<file path="src/rtl/gr_bank_arbiter_if.sv">
// Requester-side access channel of the general-register bank arbiter.
// The requester drives request and access fields; the arbiter returns ack, err and read data.
interface gr_bank_arbiter_if #(
  parameter int DATA_WIDTH = 8
);
  logic                  req;
  logic                  write;
  logic [DATA_WIDTH-1:0] addr;
  logic [DATA_WIDTH-1:0] wdata;
  logic                  ack;
  logic                  err;
  logic [DATA_WIDTH-1:0] rdata;

  modport master (
    output req, write, addr, wdata,
    input  ack, err, rdata
  );

  modport slave (
    input  req, write, addr, wdata,
    output ack, err, rdata
  );
endinterface

</file>
<file path="src/rtl/gr_bank_arbiter.sv">
// Round-robin arbiter and sequencer for the shared general-register bank,
// serving the AMBA-side requester (r0) and the local core (r1) one access at a time.
module gr_bank_arbiter #(
  parameter int DATA_WIDTH = 8,
  parameter int NUM_REGS   = 16
) (
  input  logic                  SYS_CLK,
  input  logic                  rst,
  gr_bank_arbiter_if.slave      r0,
  gr_bank_arbiter_if.slave      r1,
  input  logic                  wr_lock,
  output logic                  busy,
  output logic                  read_flag,
  output logic                  write_flag,
  output logic [DATA_WIDTH-1:0] amba_addr,
  output logic [DATA_WIDTH-1:0] data_in,
  input  logic [DATA_WIDTH-1:0] data_out
);

  // One extra bit so the bound compares correctly even when NUM_REGS == 2**DATA_WIDTH.
  localparam logic [DATA_WIDTH:0] NUM_REGS_C = (DATA_WIDTH + 1)'(NUM_REGS);

  typedef enum logic [1:0] {
    IDLE    = 2'd0,
    ISSUE   = 2'd1,
    WAIT_RD = 2'd2,
    RESP    = 2'd3
  } state_e;

  state_e                state_r;
  logic                  last_grant_r;
  logic                  id_r;
  logic                  write_r;
  logic                  r0_ack_r;
  logic                  r0_err_r;
  logic [DATA_WIDTH-1:0] r0_rdata_r;
  logic                  r1_ack_r;
  logic                  r1_err_r;
  logic [DATA_WIDTH-1:0] r1_rdata_r;

  logic                  grant_valid_s;
  logic                  grant_id_s;
  logic                  sel_write_s;
  logic [DATA_WIDTH-1:0] sel_addr_s;
  logic [DATA_WIDTH-1:0] sel_wdata_s;
  logic                  illegal_s;

  assign r0.ack   = r0_ack_r;
  assign r0.err   = r0_err_r;
  assign r0.rdata = r0_rdata_r;
  assign r1.ack   = r1_ack_r;
  assign r1.err   = r1_err_r;
  assign r1.rdata = r1_rdata_r;

  // Grant selection and legality check for the request seen in IDLE.
  always_comb begin
    grant_valid_s = r0.req | r1.req;
    if (r0.req && r1.req) begin
      grant_id_s = ~last_grant_r;
    end else if (r1.req) begin
      grant_id_s = 1'b1;
    end else begin
      grant_id_s = 1'b0;
    end
    if (grant_id_s) begin
      sel_write_s = r1.write;
      sel_addr_s  = r1.addr;
      sel_wdata_s = r1.wdata;
    end else begin
      sel_write_s = r0.write;
      sel_addr_s  = r0.addr;
      sel_wdata_s = r0.wdata;
    end
    illegal_s = ({1'b0, sel_addr_s} >= NUM_REGS_C) ||
                (grant_id_s && sel_write_s && wr_lock);
  end

  // Access sequencer: every output is a register loaded on entry to the state it belongs to.
  always_ff @(posedge SYS_CLK or negedge rst) begin
    if (!rst) begin
      state_r      <= IDLE;
      last_grant_r <= 1'b1;
      id_r         <= 1'b0;
      write_r      <= 1'b0;
      busy         <= 1'b0;
      read_flag    <= 1'b0;
      write_flag   <= 1'b0;
      amba_addr    <= {DATA_WIDTH{1'b0}};
      data_in      <= {DATA_WIDTH{1'b0}};
      r0_ack_r     <= 1'b0;
      r0_err_r     <= 1'b0;
      r0_rdata_r   <= {DATA_WIDTH{1'b0}};
      r1_ack_r     <= 1'b0;
      r1_err_r     <= 1'b0;
      r1_rdata_r   <= {DATA_WIDTH{1'b0}};
    end else begin
      r0_ack_r   <= 1'b0;
      r0_err_r   <= 1'b0;
      r1_ack_r   <= 1'b0;
      r1_err_r   <= 1'b0;
      read_flag  <= 1'b0;
      write_flag <= 1'b0;
      case (state_r)
        IDLE: begin
          if (grant_valid_s) begin
            id_r         <= grant_id_s;
            write_r      <= sel_write_s;
            last_grant_r <= grant_id_s;
            busy         <= 1'b1;
            if (illegal_s) begin
              // Rejected accesses skip the bank entirely and answer next cycle.
              state_r <= RESP;
              if (grant_id_s) begin
                r1_ack_r   <= 1'b1;
                r1_err_r   <= 1'b1;
                r1_rdata_r <= {DATA_WIDTH{1'b0}};
              end else begin
                r0_ack_r   <= 1'b1;
                r0_err_r   <= 1'b1;
                r0_rdata_r <= {DATA_WIDTH{1'b0}};
              end
            end else begin
              state_r   <= ISSUE;
              amba_addr <= sel_addr_s;
              if (sel_write_s) begin
                write_flag <= 1'b1;
                data_in    <= sel_wdata_s;
              end else begin
                read_flag <= 1'b1;
              end
            end
          end else begin
            state_r <= IDLE;
            busy    <= 1'b0;
          end
        end
        ISSUE: begin
          if (write_r) begin
            state_r <= RESP;
            if (id_r) begin
              r1_ack_r   <= 1'b1;
              r1_rdata_r <= {DATA_WIDTH{1'b0}};
            end else begin
              r0_ack_r   <= 1'b1;
              r0_rdata_r <= {DATA_WIDTH{1'b0}};
            end
          end else begin
            state_r <= WAIT_RD;
          end
        end
        WAIT_RD: begin
          // Bank data is valid the cycle after read_flag.
          state_r <= RESP;
          if (id_r) begin
            r1_ack_r   <= 1'b1;
            r1_rdata_r <= data_out;
          end else begin
            r0_ack_r   <= 1'b1;
            r0_rdata_r <= data_out;
          end
        end
        RESP: begin
          state_r <= IDLE;
          busy    <= 1'b0;
        end
        default: begin
          state_r <= IDLE;
          busy    <= 1'b0;
        end
      endcase
    end
  end

endmodule

</file>
<file path="src/flat_wrapper.sv">
// flat-port wrapper written by rule: the top's interface ports become plain ports
module gr_bank_arbiter_flat 
#(
  parameter int DATA_WIDTH = 8,
  parameter int NUM_REGS   = 16
)
  (SYS_CLK, rst, wr_lock, busy, read_flag, write_flag, amba_addr, data_in, data_out, r0_req, r0_write, r0_addr, r0_wdata, r0_ack, r0_err, r0_rdata, r1_req, r1_write, r1_addr, r1_wdata, r1_ack, r1_err, r1_rdata);
  gr_bank_arbiter_if #(.DATA_WIDTH(DATA_WIDTH)) r0_i ();
  gr_bank_arbiter_if #(.DATA_WIDTH(DATA_WIDTH)) r1_i ();
  input  logic SYS_CLK;
  input  logic rst;
  input  logic wr_lock;
  output logic busy;
  output logic read_flag;
  output logic write_flag;
  output logic [DATA_WIDTH-1:0] amba_addr;
  output logic [DATA_WIDTH-1:0] data_in;
  input  logic [DATA_WIDTH-1:0] data_out;
  input wire logic [$bits(r0_i.req)-1:0] r0_req;
  input wire logic [$bits(r0_i.write)-1:0] r0_write;
  input wire logic [$bits(r0_i.addr)-1:0] r0_addr;
  input wire logic [$bits(r0_i.wdata)-1:0] r0_wdata;
  output wire logic [$bits(r0_i.ack)-1:0] r0_ack;
  output wire logic [$bits(r0_i.err)-1:0] r0_err;
  output wire logic [$bits(r0_i.rdata)-1:0] r0_rdata;
  input wire logic [$bits(r1_i.req)-1:0] r1_req;
  input wire logic [$bits(r1_i.write)-1:0] r1_write;
  input wire logic [$bits(r1_i.addr)-1:0] r1_addr;
  input wire logic [$bits(r1_i.wdata)-1:0] r1_wdata;
  output wire logic [$bits(r1_i.ack)-1:0] r1_ack;
  output wire logic [$bits(r1_i.err)-1:0] r1_err;
  output wire logic [$bits(r1_i.rdata)-1:0] r1_rdata;
  assign r0_i.req = r0_req;
  assign r0_i.write = r0_write;
  assign r0_i.addr = r0_addr;
  assign r0_i.wdata = r0_wdata;
  assign r0_ack = r0_i.ack;
  assign r0_err = r0_i.err;
  assign r0_rdata = r0_i.rdata;
  assign r1_i.req = r1_req;
  assign r1_i.write = r1_write;
  assign r1_i.addr = r1_addr;
  assign r1_i.wdata = r1_wdata;
  assign r1_ack = r1_i.ack;
  assign r1_err = r1_i.err;
  assign r1_rdata = r1_i.rdata;
  gr_bank_arbiter #(.DATA_WIDTH(DATA_WIDTH), .NUM_REGS(NUM_REGS)) u_core (.SYS_CLK(SYS_CLK), .rst(rst), .r0(r0_i), .r1(r1_i), .wr_lock(wr_lock), .busy(busy), .read_flag(read_flag), .write_flag(write_flag), .amba_addr(amba_addr), .data_in(data_in), .data_out(data_out));
endmodule
</file>
<file path="config.mk">
export PLATFORM = sky130hd
export DESIGN_NAME = gr_bank_arbiter_flat
export DESIGN_NICKNAME = d
export VERILOG_FILES = /design/src/rtl/gr_bank_arbiter_if.sv /design/src/rtl/gr_bank_arbiter.sv /design/src/flat_wrapper.sv
export SDC_FILE = /design/constraint.sdc
export NUM_CORES = 1
export LEC_CHECK = 0
export ABC_AREA = 1
export BUFFER_PORTS_ARGS = -buffer_cell sky130_fd_sc_hd__buf_2
export CORE_MARGIN = 2
export CORE_UTILIZATION = 48
export CTS_CLUSTER_SIZE = 25
export DETAILED_ROUTE_END_ITERATION = 8
export PLACE_DENSITY = 0.84
export SYNTH_ARGS = -nofsm -noshare
export SYNTH_HDL_FRONTEND = slang
export SYNTH_SLANG_ARGS = --single-unit
</file>
<file path="constraint.sdc">
create_clock -name SYS_CLK -period 2.2 [get_ports SYS_CLK]
set_input_delay 0.11 -clock SYS_CLK [delete_from_list [all_inputs] [get_ports SYS_CLK]]
set_output_delay 0.11 -clock SYS_CLK [all_outputs]
set_load 0.05 [all_outputs]
</file>
After elaboration in Yosys (flattened, before gate mapping)
Cells that the tools add are included.

storage, ports and cells
  bits in registers = 44
  latch bits = 0
  bits in writable memories = 0
  bits in read-only memories = 0
  input port bits = 47
  output and inout bits = 39
  word-level logic and storage cells = 90
  memories = 0

operators by class
  add/subtract/negate cells = 0
  multipliers = 0
  divide/modulo/power cells = 0
  magnitude comparators = 1
  eq/ne operators = 12
  shift-type cells = 0
  multiplexer cells = 47
  bitwise operators = 3
  reduce and logical (&&, ||, !) cells = 12

operators with widths
  cell                number
  $mux 8              14
  $pmux 8 s3          2
  $mux 1              25
  $reduce_and 7->1    2
  $ne 2x1->1 const B  6
  $ge 8x5->1 const B  1
  $pmux 2 s4          1
  $ne 2x2->1 const B  3
  $pmux 1 s3          2
  $eq 2x2->1 const B  2
  $mux 2              2
  $reduce_and 4->1    1
  $logic_and 1x1->1   3
  $reduce_and 3->1    1
  $reduce_bool 3->1   1
  $eq 2x1->1 const B  1
  $logic_not 2->1     1
  $not 1->1           2
  $pmux 1 s2          1
  $reduce_and 2->1    1
  $reduce_bool 2->1   1
  $logic_or 1x1->1    1
  $or 1x1->1          1

Longest topological paths before layout
  word-level depth = 9
  mapped depth = 9
  mapped depth without buffers = 9

Worst setup path before layout
OpenSTA, ideal clock, no wires.

  path type = register to register
  start = register u_core.state_r[0]
  end = register u_core.r0_rdata_r[0] (netlist: u_core.r0.rdata[0])
  arrival = 1.490 ns
  data required time = 2.081 ns
  setup slack = 0.591 ns
  cell stages (with the launch flop) = 10
  period minus slack after synthesis = 1.609 ns
  cell sequence = dfrtp_1 -> inv_1 -> ha_1 -> buf_2 -> inv_1 -> a21oi_1 -> nor3_4 -> nand2_2 -> nand2_1 -> nand2_1

on the way
  word-level cells in the longest chain between the ends = 3

RTL lines
  what                                                RTL line                source
  from (decl)                                         gr_bank_arbiter.sv:30   state_e state_r;
  from (signal assigned)                              gr_bank_arbiter.sv:81   state_r <= IDLE;
  from (signal assigned)                              gr_bank_arbiter.sv:112  state_r <= RESP;
  from (signal assigned)                              gr_bank_arbiter.sv:123  state_r <= ISSUE;
  $eq 2x2->1, or another cell as far along            gr_bank_arbiter.sv:103  case (state_r)
  $ne 2x2->1 (no line), or another cell as far along  -
  $reduce_and 7->1 (no line)                          -
  to (signal assigned)                                gr_bank_arbiter.sv:92   r0_rdata_r <= {DATA_WIDTH{1'b0}};
  to (signal assigned)                                gr_bank_arbiter.sv:120  r0_rdata_r <= {DATA_WIDTH{1'b0}};
  to (signal assigned)                                gr_bank_arbiter.sv:145  r0_rdata_r <= {DATA_WIDTH{1'b0}};
  to (decl)                                           gr_bank_arbiter.sv:36   logic [DATA_WIDTH-1:0] r0_rdata_r;

Several ways; a longest one is shown, not always the timed one.
A chain may end at the register's enable or synchronous reset.

Worst setup path after layout
  start = register u_core.last_grant_r
  end = register u_core.amba_addr[1]

on the way
  word-level cells in the longest chain between the ends = 8

RTL lines
  what                                                                RTL line                source
  from (decl)                                                         gr_bank_arbiter.sv:31   logic last_grant_r;
  from (signal assigned)                                              gr_bank_arbiter.sv:108  last_grant_r <= grant_id_s;
  $not 1->1 (*)                                                       gr_bank_arbiter.sv:59   grant_id_s = ~last_grant_r;
  $mux 1 (*)                                                          gr_bank_arbiter.sv:58   if (r0.req && r1.req) begin
  parallel branches: the longest is 6 deep, another holds $ge 8x5->1  -
  to (signal assigned)                                                gr_bank_arbiter.sv:88   amba_addr <= {DATA_WIDTH{1'b0}};
  to (signal assigned)                                                gr_bank_arbiter.sv:124  amba_addr <= sel_addr_s;
  to (decl)                                                           gr_bank_arbiter.sv:15   output logic [DATA_WIDTH-1:0] amba_addr,

Mark *: on every way between the ends.

==> run summary <==
Gr usage total: 20.2%
I/O Buffers: 85
Layout area overhead: 27.1%
Req. time, crit path: 2.42 ns
EDFF count, synth: 0
Clk_lat worst skew: 0.30 ns
Crit path buf inv count: 0
Most used standard cells in the synthesized netlist: 114 x sky130_fd_sc_hd__nand2_1, 43 x sky130_fd_sc_hd__dfrtp_1, 30 x sky130_fd_sc_hd__inv_1, 19 x sky130_fd_sc_hd__nand3_1, 10 x sky130_fd_sc_hd__nor2_1
Ratio of cells with drive above 1 in the final layout: 30.2%
Diode count: 0
Instance area at placement: 2570 um2
Standard cell core area: 4290 um2
Final Hold Viols: 0
Destination of the critical timing path: u_core.amba_addr[1]$_DFFE_PN0P_
Path depth of the worst reg2reg path: 6
Total congestion overflow: 0
Num CTS Buffers: 5
Via count of the first global-routing pass: 1,855
Initial cell density of the core: 48.9%
Proportion of netlist area held by the largest area contributor: 51.2%
Achievable Freq: 545 MHz
Skew final: 0.00722 ns
Synthesized-area fraction occupied by and/or/nand/nor cells: 31.9%
Max-capacitance violation count: 0
Setup violation total in the final timing report: 0
Worst path depth: 6
CP most frequent cell: sky130_fd_sc_hd__nand3_1
Tightest Hold Check Type: input pin to register
CP top delay family: simple AND/OR/NAND/NOR gates
Number of storage elements in the synthesis netlist: 44
Worst slew margin relative to its limit: 36.6%
Total Wirelength: 4560 um
Launch point of the worst reg-to-reg path: u_core.last_grant_r$_DFFE_PN1P_
Synthesis Warnings: 0
Total negative slack: 0 ns
Cell area power density: 1340 nW/um2
First-pass GRT wire length: 7870 um
Worst vdd ir: 0.000635 V
Type of origin of the critical path: register
Horizontal extent of the die: 70.2 um
Clock tree from TritonCTS: built
Post-CTS setup repair buffer count: 0
WL/cell: 11.4 um
Synthesized cell area: 2100 um2
RSZ-0062 raised after global routing: no
Kind of end point of the critical path: register
Initial antenna violation count: 0
Status: finished clean
Filler cell count: 406
Post-synthesis mux area share: 1.91%
Flop2flop setup slack: 0.36 ns
Setup crit start: u_core.last_grant_r$_DFFE_PN1P_
Startpoint of the lowest-slack hold path: r1_addr[2]
Clock transition at path regs: 0.08 ns
TritonCTS sink count: 44
Xor and xnor fraction of the mapped netlist area: 0%
Leakage: 1.69 nW
Cells along the critical path: nand2_1, nand2_4, nand3_1, nand2_2, nand3_1, o21ai_0
Total vias in the final route: 1,903
Complex-gate fraction of the synthesized area: 3.93%
Total Nets Final: 399
Number of instances in the synthesized netlist: 258
Top post-synthesis cells by area: sky130_fd_sc_hd__dfrtp_1 51%, sky130_fd_sc_hd__nand2_1 20%, sky130_fd_sc_hd__inv_1 5.4%, sky130_fd_sc_hd__nand3_1 4.5%, sky130_fd_sc_hd__ha_1 3.0%
Die Y-Extent: 70.2 um
Clock root buffer master: sky130_fd_sc_hd__clkbuf_8
Ys async rst share: 100%
Detailed-route DRC error count: 0
Average cell area after synthesis: 8.14 um2
Largest family of logic cells by synthesized area: simple AND/OR/NAND/NOR gates
Most instantiated flip-flop cell in the synthesis netlist: sky130_fd_sc_hd__dfrtp_1
Highest fanout seen on the critical path: 18
Number of nets produced by synthesis: 310
Worst Path Class, Setup: register to register
Yosys cell types: 22
Number of design-rule violations left by the first detailed-router iteration: 89
CTS max path bufs: 2
Max-slew violation count: 0
Detailed-route vias per instance: 4.76
Total die area: 4920 um2
# IOs: 86
Shortest period the worst path allows: 1.84 ns
Worst r2r dst: u_core.amba_addr[1]$_DFFE_PN0P_
Final std cell area, no fill: 2670 um2
Ratio of final minimum period to clock period: 83.4%
Cell with the largest stage delay on the worst path: sky130_fd_sc_hd__dfstp_2
Arrival time reported for the critical path endpoint: 2.05 ns
# hold bufs at CTS: 1
Actual transition at the worst max-transition pin: 0.951 ns
Leading cell type by number of instances after synthesis: sky130_fd_sc_hd__nand2_1
Row count: 24
RePlAce Congestion: 0.807
Most area-hungry cell type in the Yosys netlist: sky130_fd_sc_hd__dfrtp_1
Iteration count of the initial detailed-routing pass: 4
Cell depth of the worst hold path: 3
Maximum level of the CTS H-tree: 2
Design Power: 3.58 mW
Maximum number of pins on one net before global-route repair: 45
Part of the Yosys area used for sequential elements: 52.5%
Worst hold-check slack: 0.0842 ns
Synth Area in Adders: 2.98%
Critical path's largest stage delay: 0.55 ns
Cts repair resizes: 0
Detailed-placement wirelength estimate: 3510 um
Antenna-violating nets left: 0
cells in the final DEF (no fill, tap or decap), drive strengths merged:
cell,instances
dlygate4sd3,1
nand3,21
mux2i,4
a21oi,6
inv,31
nor2,13
nand2,119
nor3,1
ha,5
o31ai,1
dfrtp,43
dfstp,1
clkinvlp,1
clkbuf,7
o21ai,9
buf,85
final cells by class:
cell class / count / area [um2] / share of cell area (%)
Clock buffer: 7 / 86.3 / 3.23
Clock inverter: 1 / 7.51 / 0.281
Inverter: 31 / 119 / 4.45
Multi-Input combinational cell: 179 / 855 / 32.0
Sequential cell: 44 / 1100 / 41.3
Tap cell: 52 / 65.1 / 2.44
Timing Repair Buffer: 86 / 435 / 16.3
stage by stage:
step | utilization [%] | setup WS, ns | instances
2_1_floorplan | - | 0.591 | 258
3_3_place_gp | 59.8 | 0.352 | 391
3_5_place_dp | 59.8 | 0.349 | 391
4_1_cts | 62.2 | 0.341 | 400
5_1_grt | 62.2 | 0.114 | 400
6_report | 62.2 | 0.365 | 400
power by group:
part	switching (mW)	leakage [nW]	internal, mW
Sequential	0.120	0.583	1.06
Combinational	1.40	1.06	0.480
Clock	0.272	0.0445	0.255
Total	1.79	1.69	1.79
kinds of logic after synthesis:
| kind of cell | Yosys count |
|---|---|
| multiplexers | 4 |
| flip-flops | 44 |
| buffers and inverters | 35 |
| AND/OR/NAND/NOR | 154 |
| AO/OA/AOI/OAI | 16 |
| adder cells (fa/ha/maj) | 5 |
flip-flops by register name, summed over array words and instances, names as in the netlist:
signal	count
u_core.write_flag	1
u_core.amba_addr	8
u_core.r0.ack	1
u_core.data_in	8
u_core.r0.rdata	8
u_core.r1.ack	1
u_core.r1.rdata	8
u_core.last_grant_r	1
u_core.id_r	1
u_core.read_flag	1
u_core.r0.err	1
u_core.write_r	1
u_core.busy	1
u_core.r1.err	1
u_core.state_r	2
routing by layer:
| layer | global-route usage (%) | routed length (um) | up-vias |
|---|---|---|---|
| met3 | 6.06 | 315 | 8 |
| li1 | - | - | 969 |
| met5 | 0 | 0 | - |
| met1 | 24.7 | 2060 | 849 |
| met4 | 7.48 | 60 | 0 |
| met2 | 33.7 | 2130 | 77 |
worst reg2reg max path: cells and delay by family (launching register included):
kind | cells | cell delay (ns)
AO/OA/AOI/OAI | 1 | 0.28
flip-flops | 1 | 0.55
AND/OR/NAND/NOR | 5 | 0.92
worst min-delay path by stage:
stage,endpoint
after floorplan,u_core.amba_addr[0]$_DFFE_PN0P_
after global placement,u_core.r0.err$_DFF_PN0_
after detailed placement,u_core.r1.err$_DFF_PN0_
after CTS,u_core.amba_addr[3]$_DFFE_PN0P_
after global routing,u_core.amba_addr[2]$_DFFE_PN0P_
final,u_core.amba_addr[2]$_DFFE_PN0P_
Note: power is estimated with default switching activity, not from simulation.
